File: src/rtl/buttons_pkg.sv
// -----------------------------------------------------------------------------
// buttons_pkg
//   Shared definitions for the memory-mapped button input port: the word
//   addresses of the I/O page it shares with the LED output port, and the
//   register-select decode used by the read mux and the write strobes.
// -----------------------------------------------------------------------------
package buttons_pkg;

   // The LED output port sits at the base of the page; the button registers follow it.
   localparam logic [14:0] LED_ADDR       = 15'h7f80;
   localparam logic [14:0] BTN_STATE_ADDR = LED_ADDR + 15'd1;
   localparam logic [14:0] BTN_EVT_ADDR   = LED_ADDR + 15'd2;
   localparam logic [14:0] BTN_MASK_ADDR  = LED_ADDR + 15'd3;

   typedef enum logic [1:0] {
      SEL_NONE,
      SEL_STATE,
      SEL_EVT,
      SEL_MASK
   } reg_sel_e;

   // addr[15] is not part of the decode, so only the low 15 bits are passed in.
   function automatic reg_sel_e decode_addr(input logic [14:0] word_addr);
      reg_sel_e sel;
      case (word_addr)
         BTN_STATE_ADDR: sel = SEL_STATE;
         BTN_EVT_ADDR:   sel = SEL_EVT;
         BTN_MASK_ADDR:  sel = SEL_MASK;
         default:        sel = SEL_NONE;
      endcase
      return sel;
   endfunction

endpackage

File: src/rtl/buttons_debounce.sv
// -----------------------------------------------------------------------------
// button_debounce
//   One button bit: 2-FF synchroniser followed by a tick-driven debouncer.
//   The debounced level only follows the synchronised input after it has
//   disagreed with it for STABLE consecutive ticks; any cycle of agreement
//   restarts the count.
// Ports
//   clk     system clock
//   rst     asynchronous active-high reset
//   tick_i  one-cycle debounce tick from the shared prescaler
//   btn_i   raw asynchronous button level (1 = pressed)
//   deb_o   debounced level
// -----------------------------------------------------------------------------
module button_debounce #(
   parameter int STABLE = 4
) (
   input  logic clk,
   input  logic rst,
   input  logic tick_i,
   input  logic btn_i,
   output logic deb_o
);

   localparam int CW = (STABLE > 1) ? $clog2(STABLE) : 1;

   logic          meta_q;
   logic          sync_q;
   logic          deb_q;
   logic          deb_d;
   logic [CW-1:0] cnt_q;
   logic [CW-1:0] cnt_d;

   // NOTE: state registers use non-blocking assignments so every flop samples
   // the pre-edge value of its neighbours, which is what makes meta_q -> sync_q
   // a two-stage chain rather than a single wire.
   always_ff @(posedge clk or posedge rst) begin
      if (rst) begin
         meta_q <= 1'b0;
         sync_q <= 1'b0;
         deb_q  <= 1'b0;
         cnt_q  <= '0;
      end else begin
         meta_q <= btn_i;
         sync_q <= meta_q;
         deb_q  <= deb_d;
         cnt_q  <= cnt_d;
      end
   end

   // NOTE: every output of this block gets a default first, so no path leaves
   // a value unassigned and no latch is inferred.
   always_comb begin
      deb_d = deb_q;
      cnt_d = cnt_q;
      if (sync_q == deb_q) begin
         cnt_d = '0;
      end else if (tick_i) begin
         if (cnt_q == CW'(STABLE - 1)) begin
            deb_d = sync_q;
            cnt_d = '0;
         end else begin
            cnt_d = cnt_q + CW'(1);
         end
      end
   end

   assign deb_o = deb_q;

endmodule

File: src/rtl/buttons.sv
// -----------------------------------------------------------------------------
// buttons
//   Memory-mapped push-button input port on the 16-bit CPU bus. Synchronises
//   and debounces WIDTH buttons, latches press events and raises irq for
//   unmasked events. data_out is zero whenever this port is not being read,
//   so it can be OR-ed onto the shared read bus.
// Ports
//   clk       system clock
//   rst       asynchronous active-high reset
//   en        peripheral enable; qualifies rd_en / wr_en
//   rd_en     bus read strobe
//   wr_en     bus write strobe
//   addr      word address, decoded on addr[14:0]
//   data      write data
//   btn_in    raw button levels, 1 = pressed
//   data_out  registered read data (STATE / EVT / MASK), 0 when not selected
//   irq       registered |(evt & mask)
// -----------------------------------------------------------------------------
module buttons
   import buttons_pkg::*;
#(
   parameter int WIDTH  = 8,
   parameter int DIV    = 50000,
   parameter int STABLE = 4
) (
   input  logic             clk,
   input  logic             rst,
   input  logic             en,
   input  logic             rd_en,
   input  logic             wr_en,
   input  logic [15:0]      addr,
   input  logic [15:0]      data,
   input  logic [WIDTH-1:0] btn_in,
   output logic [15:0]      data_out,
   output logic             irq
);

   localparam int PW = $clog2(DIV);

   logic [PW-1:0]    presc_q;
   logic [PW-1:0]    presc_d;
   logic             tick;
   logic [WIDTH-1:0] deb;
   logic [WIDTH-1:0] deb_prev_q;
   logic [WIDTH-1:0] evt_q;
   logic [WIDTH-1:0] evt_d;
   logic [WIDTH-1:0] evt_clr;
   logic [WIDTH-1:0] mask_q;
   logic [WIDTH-1:0] mask_d;
   logic             irq_q;
   logic             irq_d;
   logic [15:0]      dout_q;
   logic [15:0]      dout_d;
   logic             bus_rd;
   logic             bus_wr;
   reg_sel_e         sel;

   // addr[15] and write-data bits above WIDTH carry no meaning for this port.
   logic unused_bus_bits;
   assign unused_bus_bits = ^{addr[15], data};

   assign bus_rd = en & rd_en;
   assign bus_wr = en & wr_en;
   assign sel    = decode_addr(addr[14:0]);

   // Shared prescaler: one debounce tick every DIV clocks.
   assign tick    = (presc_q == PW'(DIV - 1));
   assign presc_d = tick ? '0 : presc_q + PW'(1);

   for (genvar gi = 0; gi < WIDTH; gi++) begin : g_deb
      button_debounce #(
         .STABLE (STABLE)
      ) u_debounce (
         .clk    (clk),
         .rst    (rst),
         .tick_i (tick),
         .btn_i  (btn_in[gi]),
         .deb_o  (deb[gi])
      );
   end

   always_comb begin
      evt_clr = (bus_wr && sel == SEL_EVT) ? data[WIDTH-1:0] : '0;
      // Press edges are OR-ed in after the clear so a same-cycle press survives a W1C.
      evt_d   = (evt_q & ~evt_clr) | (deb & ~deb_prev_q);
      mask_d  = (bus_wr && sel == SEL_MASK) ? data[WIDTH-1:0] : mask_q;
      irq_d   = |(evt_q & mask_q);

      // Read data comes from the current registers, i.e. before any same-cycle write.
      dout_d = '0;
      if (bus_rd) begin
         case (sel)
            SEL_STATE: dout_d[WIDTH-1:0] = deb;
            SEL_EVT:   dout_d[WIDTH-1:0] = evt_q;
            SEL_MASK:  dout_d[WIDTH-1:0] = mask_q;
            default:   dout_d = '0;
         endcase
      end
   end

   always_ff @(posedge clk or posedge rst) begin
      if (rst) begin
         presc_q    <= '0;
         deb_prev_q <= '0;
         evt_q      <= '0;
         mask_q     <= '0;
         irq_q      <= 1'b0;
         dout_q     <= '0;
      end else begin
         presc_q    <= presc_d;
         deb_prev_q <= deb;
         evt_q      <= evt_d;
         mask_q     <= mask_d;
         irq_q      <= irq_d;
         dout_q     <= dout_d;
      end
   end

   assign data_out = dout_q;
   assign irq      = irq_q;

endmodule
File: config.mk
export PLATFORM = sky130hd
export DESIGN_NAME = buttons
export DESIGN_NICKNAME = d
export VERILOG_FILES = /design/src/rtl/buttons_pkg.sv /design/src/rtl/buttons_debounce.sv /design/src/rtl/buttons.sv
export SDC_FILE = /design/constraint.sdc
export NUM_CORES = 1
export LEC_CHECK = 0
export CORE_MARGIN = 3
export CORE_UTILIZATION = 31
export DETAILED_ROUTE_END_ITERATION = 8
export GPL_TIMING_DRIVEN = 0
export PLACE_DENSITY = 0.61
export SLEW_MARGIN = 20
export SYNTH_ARGS = -nofsm -noshare
export SYNTH_HDL_FRONTEND = slang
export SYNTH_SLANG_ARGS = --single-unit
File: constraint.sdc
create_clock -name clk -period 3.05 [get_ports clk]
set_clock_uncertainty 0.15 [all_clocks]
set_input_delay 0.61 -clock clk [delete_from_list [all_inputs] [get_ports clk]]
set_output_delay 0.61 -clock clk [all_outputs]
set_load 0.02 [all_outputs]
# == Word-level counts from Yosys, hierarchy flattened ==
# Cells that the tools add are included.
# word_totals
ff_bits,97
inputBits,45
elab_cells,134
# classes
add_sub_neg,9
eq_ne,23
n_mux,29
bitwise_logic,16
n_reduce_logical,19
# ops
op,count
$mux 2,24
$eq 15x15->1 const B,3
$and 8x8->8,3
$pmux 8 s3,1
$reduce_and 3->1,8
$eq 2x2->1 const B,10
$add 16x1->16 const B,1
$add 2x1->2 const B,8
$eq 16x16->1 const B,1
$mux 16,1
$mux 8,2
$not 8->8,2
$reduce_bool 2->1,8
$eq 1x1->1,8
$not 1->1,8
$or 8x8->8,1
$reduce_or 8->1,1
$pmux 2 s3,1
$and 1x1->1,2
$eq 2x1->1 const B,1
$logic_and 1x1->1,2

# == Logic depth before layout (Yosys ltp) ==
# Gate-level depths: netlist (run 1).
# logic_depth
ltp_word,8
ltp_mapped,8
mapped_depth_nobuf,5

# == Cells and area by module ==
# From an unflattened synthesis (run 1), not the netlist that was laid out.
# unflattened
hier_cells,321
area_unflattened_um2,3867.5
# modules_own_cells
module,n_inst,cells_per_inst,area_each_um2,seq_area_each_um2
buttons,1,201,2275.9,1226.2
button_debounce,8,15,198.9,125.1

# == Worst setup path after synthesis (run 1) ==
# Ideal clock, no wire load.
# synth_path
path_type,input -> register
startpoint,input addr[5]
endpoint,register evt_q[0]
setup_time_ps,123
arrival_time_ps,1980
t_required_ps,2777
setup_slack_ps,797
path_stages,5
path_buffers,1
path_cell_list,or4b_1 or4_1 buf_2 o21ai_1 o21ai_1
# synth_via
elab_chain_len,8
word_cells_on_any_way,10
classes_between,eq/ne: 4; mux: 2; bitwise: 3; reduce/logical: 1
# synth_rtl
element,line,text
"start, declared",buttons.sv:31,"input logic [15:0] addr,"
$eq 15x15->1,buttons_pkg.sv:25,case (word_addr)
$pmux 2 s3 *,buttons_pkg.sv:25,
$eq 2x2->1 *,buttons.sv:83,evt_clr = (bus_wr && sel == SEL_EVT) ? data[WIDTH-1:0] : '0;
$logic_and 1x1->1 *,buttons.sv:83,
$mux 8 *,buttons.sv:83,
$not 8->8 *,buttons.sv:85,evt_d = (evt_q & ~evt_clr) | (deb & ~deb_prev_q);
$and 8x8->8 *,buttons.sv:85,
$or 8x8->8 *,buttons.sv:85,
named net evt_d[0],buttons.sv:46,logic [WIDTH-1:0] evt_d;
"end signal, assigned",buttons.sv:112,evt_q <= evt_d;
"end, declared",buttons.sv:45,logic [WIDTH-1:0] evt_q;
# Mark *: on every way through the listed nets, which the timed path passes. The rest lies on a longest branch.
# A chain may end at the register's enable or synchronous reset.

# == Worst setup path in the final report (run 1) ==
# layout_path
startpoint,register presc_q[0]
endpoint,register g_deb[2].u_debounce.cnt_q[0]
# layout_via
elab_chain_len,2
# layout_rtl
element,line,text
"start, declared",buttons.sv:40,logic [PW-1:0] presc_q;
"start signal, assigned",buttons.sv:110,presc_q <= presc_d;
$eq 16x16->1,buttons.sv:67,assign tick = (presc_q == PW'(DIV - 1));
$reduce_bool 2->1 (no line),n/a,
"end signal, assigned",buttons_debounce.sv:46,cnt_q <= cnt_d;
"end, declared",buttons_debounce.sv:30,logic [CW-1:0] cnt_q;
# Every way passes these cells.

==> results.py, run 1 <==
metrics = {
    "synth": {
        "synth_common_cells": "dfrtp_1 (89), nand2_1 (30), a21oi_1 (24), nor2_1 (19)",
        "synthCells": 321,
        "netlist_top_cells_area": "dfrtp_1 (60%), mux2_2 (4.9%), a21oi_1 (3.2%)",
        "synth-main-ff-cell": "dfrtp_1",
        "seq_area_frac_synth_pct": 60.0,
        "syn_avg_cell_area_um2": 11.6,
        "yosysTopAreaCell": "dfrtp_1",
        "yosys_warnings": 0,
        "netlist.area_leader.share_pct": 60.0,
        "ys_ff_latch": 89,
        "synth.most_common_cell": "dfrtp_1",
        "synthArstFlopShare_pct": 100,
        "synth_edf_count": 0,
        "synth.cell_area_mm2": 0.00371,
        "ys_types": 36,
    },
    "critical_path": {
        "cp_slowest_cell": "buf_1",
        "cp_num_buf_inv": 3,
        "r2r_start": "presc_q[0]",
        "max_stage_delay_ns": 0.47,
        "end_kind": "flip-flop",
        "path_cells": "ha_1, and3_1, clkbuf_1, nand4_1, buf_2, buf_1, nand2_1, a21oi_1",
        "crit_required_ns": 3.15,
        "path_delay_family": "buffers and inverters",
        "worstSetupPathType": "reg -> reg",
        "critical_path_arrival_ns": 2.71,
        "path_max_fanout": 10,
        "startpoint": "presc_q[0]",
        "cp-start-kind": "flip-flop",
    },
    "power": {
        "switching_share_pct": 22.0,
        "clockPowerShare_pct": 45.6,
        "power.total_mw": 2.44,
        "ir_drop_uv": 310,
        "p_per_area_mw_per_mm2": 516,
        "p_seq_share_pct": 49.0,
        "power.switching_uw": 538,
        "intPower_mw": 1.90,
        "pwr-share-comb_pct": 5.4,
        "power_leakage_nw": 2.05,
    },
    "sta": {
        "slew_viol_final": 0,
        "rsz0062_at_grt": "no",
        "finalWorstSetupSlack_ns": 0.440,
        "hold_viol": 0,
        "setup_viol": 0,
        "slew_headroom_pct": 49.7,
        "tightest_slew_ns": 0.754,
        "setup_tns_ns": 0,
        "fmax_mhz": 383,
        "final.period_utilization_pct": 85.6,
        "hold_ws_ns": 0.198,
        "min_period_ns": 2.61,
    },
    "routing": {
        "num_vias": 2573,
        "vias_per_cell": 4.83,
        "wl_met2_mm": 3.35,
        "routedLengthMet1_mm": 3.76,
        "drt_iter0_drc": 91,
        "route.detailed.drc": 0,
        "wl_per_cell_um": 14.3,
        "top_layer": "met4",
        "dr_wl_met3_um": 397,
        "final_antenna_net_count": 0,
        "drt_pass1_iterations": 4,
        "wl_mm": 7.63,
    },
    "status": {
        "outcome": "finished clean",
    },
    "layout": {
        "layout.nets": 439,
        "insertedDiodeCount": 0,
        "area_growth_pct": 27.4,
        "fillers": 1101,
        "final_cell_area_mm2": 0.00473,
        "layout-drive-gt1-share_pct": 14.1,
    },
    "global_routing": {
        "grt_pass1_wl_mm": 12.4,
        "grt_usage_pct": 11.9,
        "antenna_found_initial": 0,
        "grt_max_degree": 32,
        "first_global_vias": 2478,
        "overflow": 0,
    },
    "clock_network": {
        "htreeDepth": 3,
        "postCtsResizedCells": 0,
        "cts_made_buffers": 9,
        "cts_sinks": 89,
        "hold_buffers": 0,
        "clock_latency_ns": 0.33,
        "cts_setup_buffers": 0,
        "cts_tree": "built",
        "clk_pin_slew_ns": 0.07,
        "cts_root_buf": "clkbuf_16",
        "clk_path_buf_depth": 2,
    },
    "floorplanning": {
        "fp.coreArea_mm2": 0.0116,
        "die_w_um": 115,
        "die_h_um": 115,
        "start_util_pct": 32.1,
        "placementRows": 39,
        "pin_count": 62,
        "dieArea_mm2": 0.0133,
    },
    "placed_design": {
        "numPortBuffers": 43,
        "dp_slack_ns": 0.235,
        "dpl.hpwl_mm": 5.27,
        "gp_congestion": 0.747,
        "placed_area_mm2": 0.00442,
    },
    "run": {
        "drv_cap": 0,
    },
    "hold_path": {
        "worstHoldStart": "g_deb[0].u_debounce.meta_q",
        "holdCritPathClass": "reg -> reg",
    },
}
[worst register-to-register path, delay by kind of cell (launching register included)]
kind	cells	cell delay, ns
AND/OR/NAND/NOR	3	0.63
adder cells (fa/ha/maj)	1	0.23
buffers and inverters	3	0.95
AO/OA/AOI/OAI	1	0.17
flip-flops	1	0.40
[sequential cells by signal, indices dropped and copies added, names as in the netlist]
name and count:
presc_q 16, g_deb.u_debounce.meta_q 8, deb_prev_q 8, g_deb.u_debounce.cnt_q 16
g_deb.u_debounce.deb_o 8, irq 1, evt_q 8, mask_q 8
data_out 8, g_deb.u_debounce.sync_q 8
[logic make-up (layout without fill, tap and decap cells)]
family / after synthesis / in the layout / synth area share [%]
xor+xnor: 20 / 20 / 4.72
buf+inv: 30 / 92 / 3.95
flops: 89 / 89 / 60.0
compound gates: 63 / 63 / 10.4
fa+ha+maj: 9 / 9 / 3.04
other cells: 1 / 8 / 0.101
mux: 17 / 17 / 5.13
simple gates: 92 / 92 / 12.6
[power groups by stage]
stage / logic, mW / registers, mW / clock network [mW]
after floorplan: 0.0617 / 1.22 / 0
after global placement: 0.120 / 1.22 / 0
after detailed placement: 0.134 / 1.22 / 0
after CTS: 0.135 / 1.20 / 1.14
after global routing: 0.146 / 1.20 / 1.19
final: 0.132 / 1.20 / 1.11
[metrics by stage]
stage               util, %  instances
global route           40.9        533
floorplan                 -        328
detailed placement     38.3        517
CTS                    40.9        533
finish                 40.9        533
global placement       37.6        514
[per-layer routing]
layer  GRT usage (%)  vias to the layer above
li1                -                     1236
met1            16.1                     1266
met2            18.6                       60
met3            2.42                       11
met4            5.09                        0
met5               0                        -
[cells in the final DEF (no fill, tap or decap), drive strengths merged, types with 3 or more instances in the layout]
| master | n |
|---|---|
| clkdlybuf4s50 | 43 |
| nand3 | 4 |
| xor2 | 7 |
| a31o | 8 |
| xnor2 | 13 |
| nand4 | 7 |
| clkbuf | 16 |
| inv | 11 |
| ha | 9 |
| buf | 16 |
| mux2 | 16 |
| and3 | 3 |
| a22oi | 12 |
| clkinvlp | 5 |
| conb | 8 |
| nand2 | 30 |
| nand2b | 8 |
| o21ai | 16 |
| or3 | 8 |
| a21oi | 24 |
| nor2 | 19 |
| dfrtp | 89 |
[final cells by class]
class	count	area (µm²)	share of cell area, %
well taps	143	179	3.79
clock buffers	9	225	4.76
flip-flops and latches	89	2230	47.1
clock inverters	7	77.6	1.64
plain buffers	20	109	2.30
inverters	10	41.3	0.873
multi-input cells	209	1360	28.8
repair buffers	46	505	10.7
[worst paths after layout]
kind / to / slack, ns / cells past startpoint
max in group asynchronous: evt_q[6] / 1.35 / 5
setup / recovery: g_deb[2].u_debounce.cnt_q[0] / 0.44 / 8
hold reg to reg: g_deb[0].u_debounce.sync_q / 0.20 / 0
hold / removal: g_deb[0].u_debounce.sync_q / 0.20 / 0
min in group asynchronous: presc_q[0] / 0.52 / 2
setup reg to reg: g_deb[2].u_debounce.cnt_q[0] / 0.44 / 8
Power figures use the tool's default switching activity.
==> run 2, diff against run 1 <==
- CORE_UTILIZATION: 31 -> 30
- DONT_BUFFER_PORTS: not set -> 1
- PLACE_DENSITY: 0.61 -> 0.53
- SYNTH_HIERARCHICAL: not set -> 1
==> run 2 against run 1 <==
  * Register-to-register slack got worse by 0.23 ns
  * Global-route usage fell by 0.62 points
  * Total power increased by 0.25%
  * Non-clock buffer count down 48
  * Synthesized cell count unchanged
  * Clock power grew 6%
  * Combinational power is 44% lower
  * First-iteration DRC count rose by 5.5%
  * Highest routed layer unchanged
==> results.py, run 2 <==
metrics = {
    "floorplanning": {
        "die_h_um": 120,
        "start_util_pct": 31.4,
        "dieArea_mm2": 0.0143,
        "placementRows": 40,
        "pin_count": 62,
        "die_w_um": 120,
        "fp.coreArea_mm2": 0.0123,
    },
    "status": {
        "outcome": "finished clean",
    },
    "synth": {
        "synthCells": 321,
        "synth.most_common_cell": "dfrtp_1",
        "synthArstFlopShare_pct": 100,
        "synth.cell_area_mm2": 0.00387,
        "syn_avg_cell_area_um2": 12.0,
        "synth-main-ff-cell": "dfrtp_1",
        "synth_common_cells": "dfrtp_1 (89), inv_1 (27), nor2_1 (25), xnor2_1 (17)",
        "ys_ff_latch": 89,
        "seq_area_frac_synth_pct": 57.6,
        "netlist_top_cells_area": "dfrtp_1 (58%), mux2_2 (4.7%), mux2i_1 (4.1%)",
        "ys_types": 40,
        "yosysTopAreaCell": "dfrtp_1",
        "netlist.area_leader.share_pct": 57.6,
        "synth_edf_count": 0,
        "yosys_warnings": 6,
    },
    "power": {
        "ir_drop_uv": 208,
        "p_seq_share_pct": 48.9,
        "power_leakage_nw": 1.99,
        "p_per_area_mw_per_mm2": 545,
        "switching_share_pct": 20.1,
        "power.total_mw": 2.45,
        "power.switching_uw": 492,
        "intPower_mw": 1.95,
        "pwr-share-comb_pct": 3.0,
        "clockPowerShare_pct": 48.0,
    },
    "run": {
        "drv_cap": 0,
    },
    "routing": {
        "num_vias": 2392,
        "wl_mm": 7.48,
        "wl_per_cell_um": 14.4,
        "drt_iter0_drc": 96,
        "final_antenna_net_count": 0,
        "route.detailed.drc": 0,
        "drt_pass1_iterations": 4,
        "vias_per_cell": 4.62,
    },
    "layout": {
        "area_growth_pct": 16.0,
        "fin_util_pct": 36.5,
        "layout-drive-gt1-share_pct": 15.8,
        "layout_commonest_cell": "dfrtp_1",
        "fillers": 1225,
        "mostFrequentLayoutCells": "dfrtp_1 (89), inv_1 (26), nor2_1 (25)",
        "layout.nets": 398,
        "top_regs": "g_deb.u_debounce/cnt_q x16, presc_q x16",
        "instances_no_fill": 518,
    },
    "global_routing": {
        "overflow": 0,
        "grt_max_degree": 29,
        "grt_pass1_wl_mm": 12.7,
        "first_global_vias": 2541,
        "grt_usage_pct": 11.3,
        "antenna_found_initial": 1,
    },
    "critical_path": {
        "reg2reg_slack_ns": 0.21,
        "critical_path_arrival_ns": 2.94,
        "r2r_start": "presc_q[10]",
        "worstSetupPathType": "reg -> reg",
        "r2r_end": "g_deb[5].u_debounce/cnt_q[0]",
        "startpoint": "presc_q[10]",
        "reg2regPathDepth": 6,
        "end_kind": "flip-flop",
        "cp-start-kind": "flip-flop",
        "path_max_fanout": 16,
        "crit_required_ns": 3.16,
    },
    "sta": {
        "hold_ws_ns": 0.0334,
        "finalWorstSetupSlack_ns": 0.212,
        "fmax_mhz": 352,
        "setup_viol": 0,
        "min_period_ns": 2.84,
        "final.period_utilization_pct": 93.1,
        "rsz0062_at_grt": "no",
        "hold_viol": 0,
        "slew_headroom_pct": 56.8,
        "slew_viol_final": 0,
        "tightest_slew_ns": 0.643,
    },
    "placed_design": {
        "dpl.hpwl_mm": 5.32,
        "dp_slack_ns": 0.0551,
        "numPortBuffers": 0,
        "gp_congestion": 0.766,
        "dp_cells": 500,
    },
    "clock_network": {
        "cts_root_buf": "clkbuf_16",
        "cts_sinks": 89,
        "clk_path_buf_depth": 2,
        "clock_latency_ns": 0.33,
        "htreeDepth": 3,
        "cts_tree": "built",
        "clk_pin_slew_ns": 0.06,
        "cts_made_buffers": 9,
    },
    "hold_path": {
        "holdCritPathClass": "in -> async",
    },
}
==> run 2: changes by cell type in the layout (fill, tap and decap cells not counted), sizes merged, moves of 10 or more <==
cell           change
inv               +16
nand2             -17
clkdlybuf4s50     -43
a21oi             -15
mux2i             +15
or3b              +10
==> run 2: logic make-up (layout without fill, tap and decap cells) <==
logic type	Yosys count	after routing	share of synthesized area, %
adder cells (fa/ha/maj)	9	9	2.91
AO/OA/AOI/OAI	41	41	7.21
AND/OR/NAND/NOR	89	89	13.8
other	1	9	0.0970
XOR/XNOR	20	20	4.53
buffers and inverters	40	61	5.05
multiplexers	32	32	8.80
flip-flops	89	89	57.6
==> run 2: cell type report <==
class / instances / area [µm²] / share of cell area (%)
Tap cell: 168 / 210 / 4.68
Inverter: 27 / 101 / 2.26
Sequential cell: 89 / 2230 / 49.6
Clock inverter: 5 / 78.8 / 1.76
Timing Repair Buffer: 5 / 53.8 / 1.20
Antenna cell: 1 / 2.50 / 0.0558
Multi-Input combinational cell: 199 / 1480 / 32.9
Clock buffer: 11 / 243 / 5.41
Buffer: 13 / 93.8 / 2.09
==> run 2: through the flow <==
| stage | cell area [µm²] | TNS (ns) |
|---|---|---|
| CTS | 4490 | 0 |
| global placement | 4100 | -11.06 |
| finish | 4490 | 0 |
| global route | 4490 | 0 |
| floorplan | 3890 | 0 |
| detailed placement | 4150 | 0 |
==> run 2: how the worst max path moves through the flow <==
stage | endpoint | slack [ns] | depth (start not counted)
floorplan | g_deb[0].u_debounce/cnt_q[0] | 0.08 | 4
global placement | g_deb[0].u_debounce/cnt_q[0] | -0.46 | 4
detailed placement | g_deb[2].u_debounce/cnt_q[0] | 0.06 | 6
CTS | g_deb[5].u_debounce/cnt_q[0] | 0.05 | 6
global route | g_deb[0].u_debounce/cnt_q[0] | 0.06 | 6
finish | g_deb[5].u_debounce/cnt_q[0] | 0.21 | 6
==> run 2: power by group through the flow <==
stage | clock network [mW] | logic [mW] | registers (mW)
final | 1.18 | 0.0744 | 1.20
after global routing | 1.26 | 0.0846 | 1.20
after CTS | 1.22 | 0.0760 | 1.20
after detailed placement | 0 | 0.0725 | 1.22
after global placement | 0 | 0.0684 | 1.22
after floorplan | 0 | 0.0567 | 1.22
==> run 2: per-layer routing <==
layer	wire (µm)	track usage (%)	vias up	part of all wire, %
li1	-	-	1155	-
met1	3580	14.9	1170	48
met2	3190	16.5	56	43
met3	548	3.63	11	7.3
met4	164	5.94	0	2.2
met5	0	0	-	0
==> run 2: what timing repair did <==
item                                   4_1_cts  5_1_grt
endpoints found under the hold margin       40        0
resized for setup                            0        0
hold buffers                                 1        0
buffers inserted                             0        0
setup endpoints to repair                    0        4
==> run 2: critical path: stages (launching register included) <==
cell     delay, ns
dfrtp_1       0.41
or4b_2        0.71
nor4_4        0.50
buf_6         0.26
buf_4         0.23
or3b_1        0.36
a21oi_1       0.13
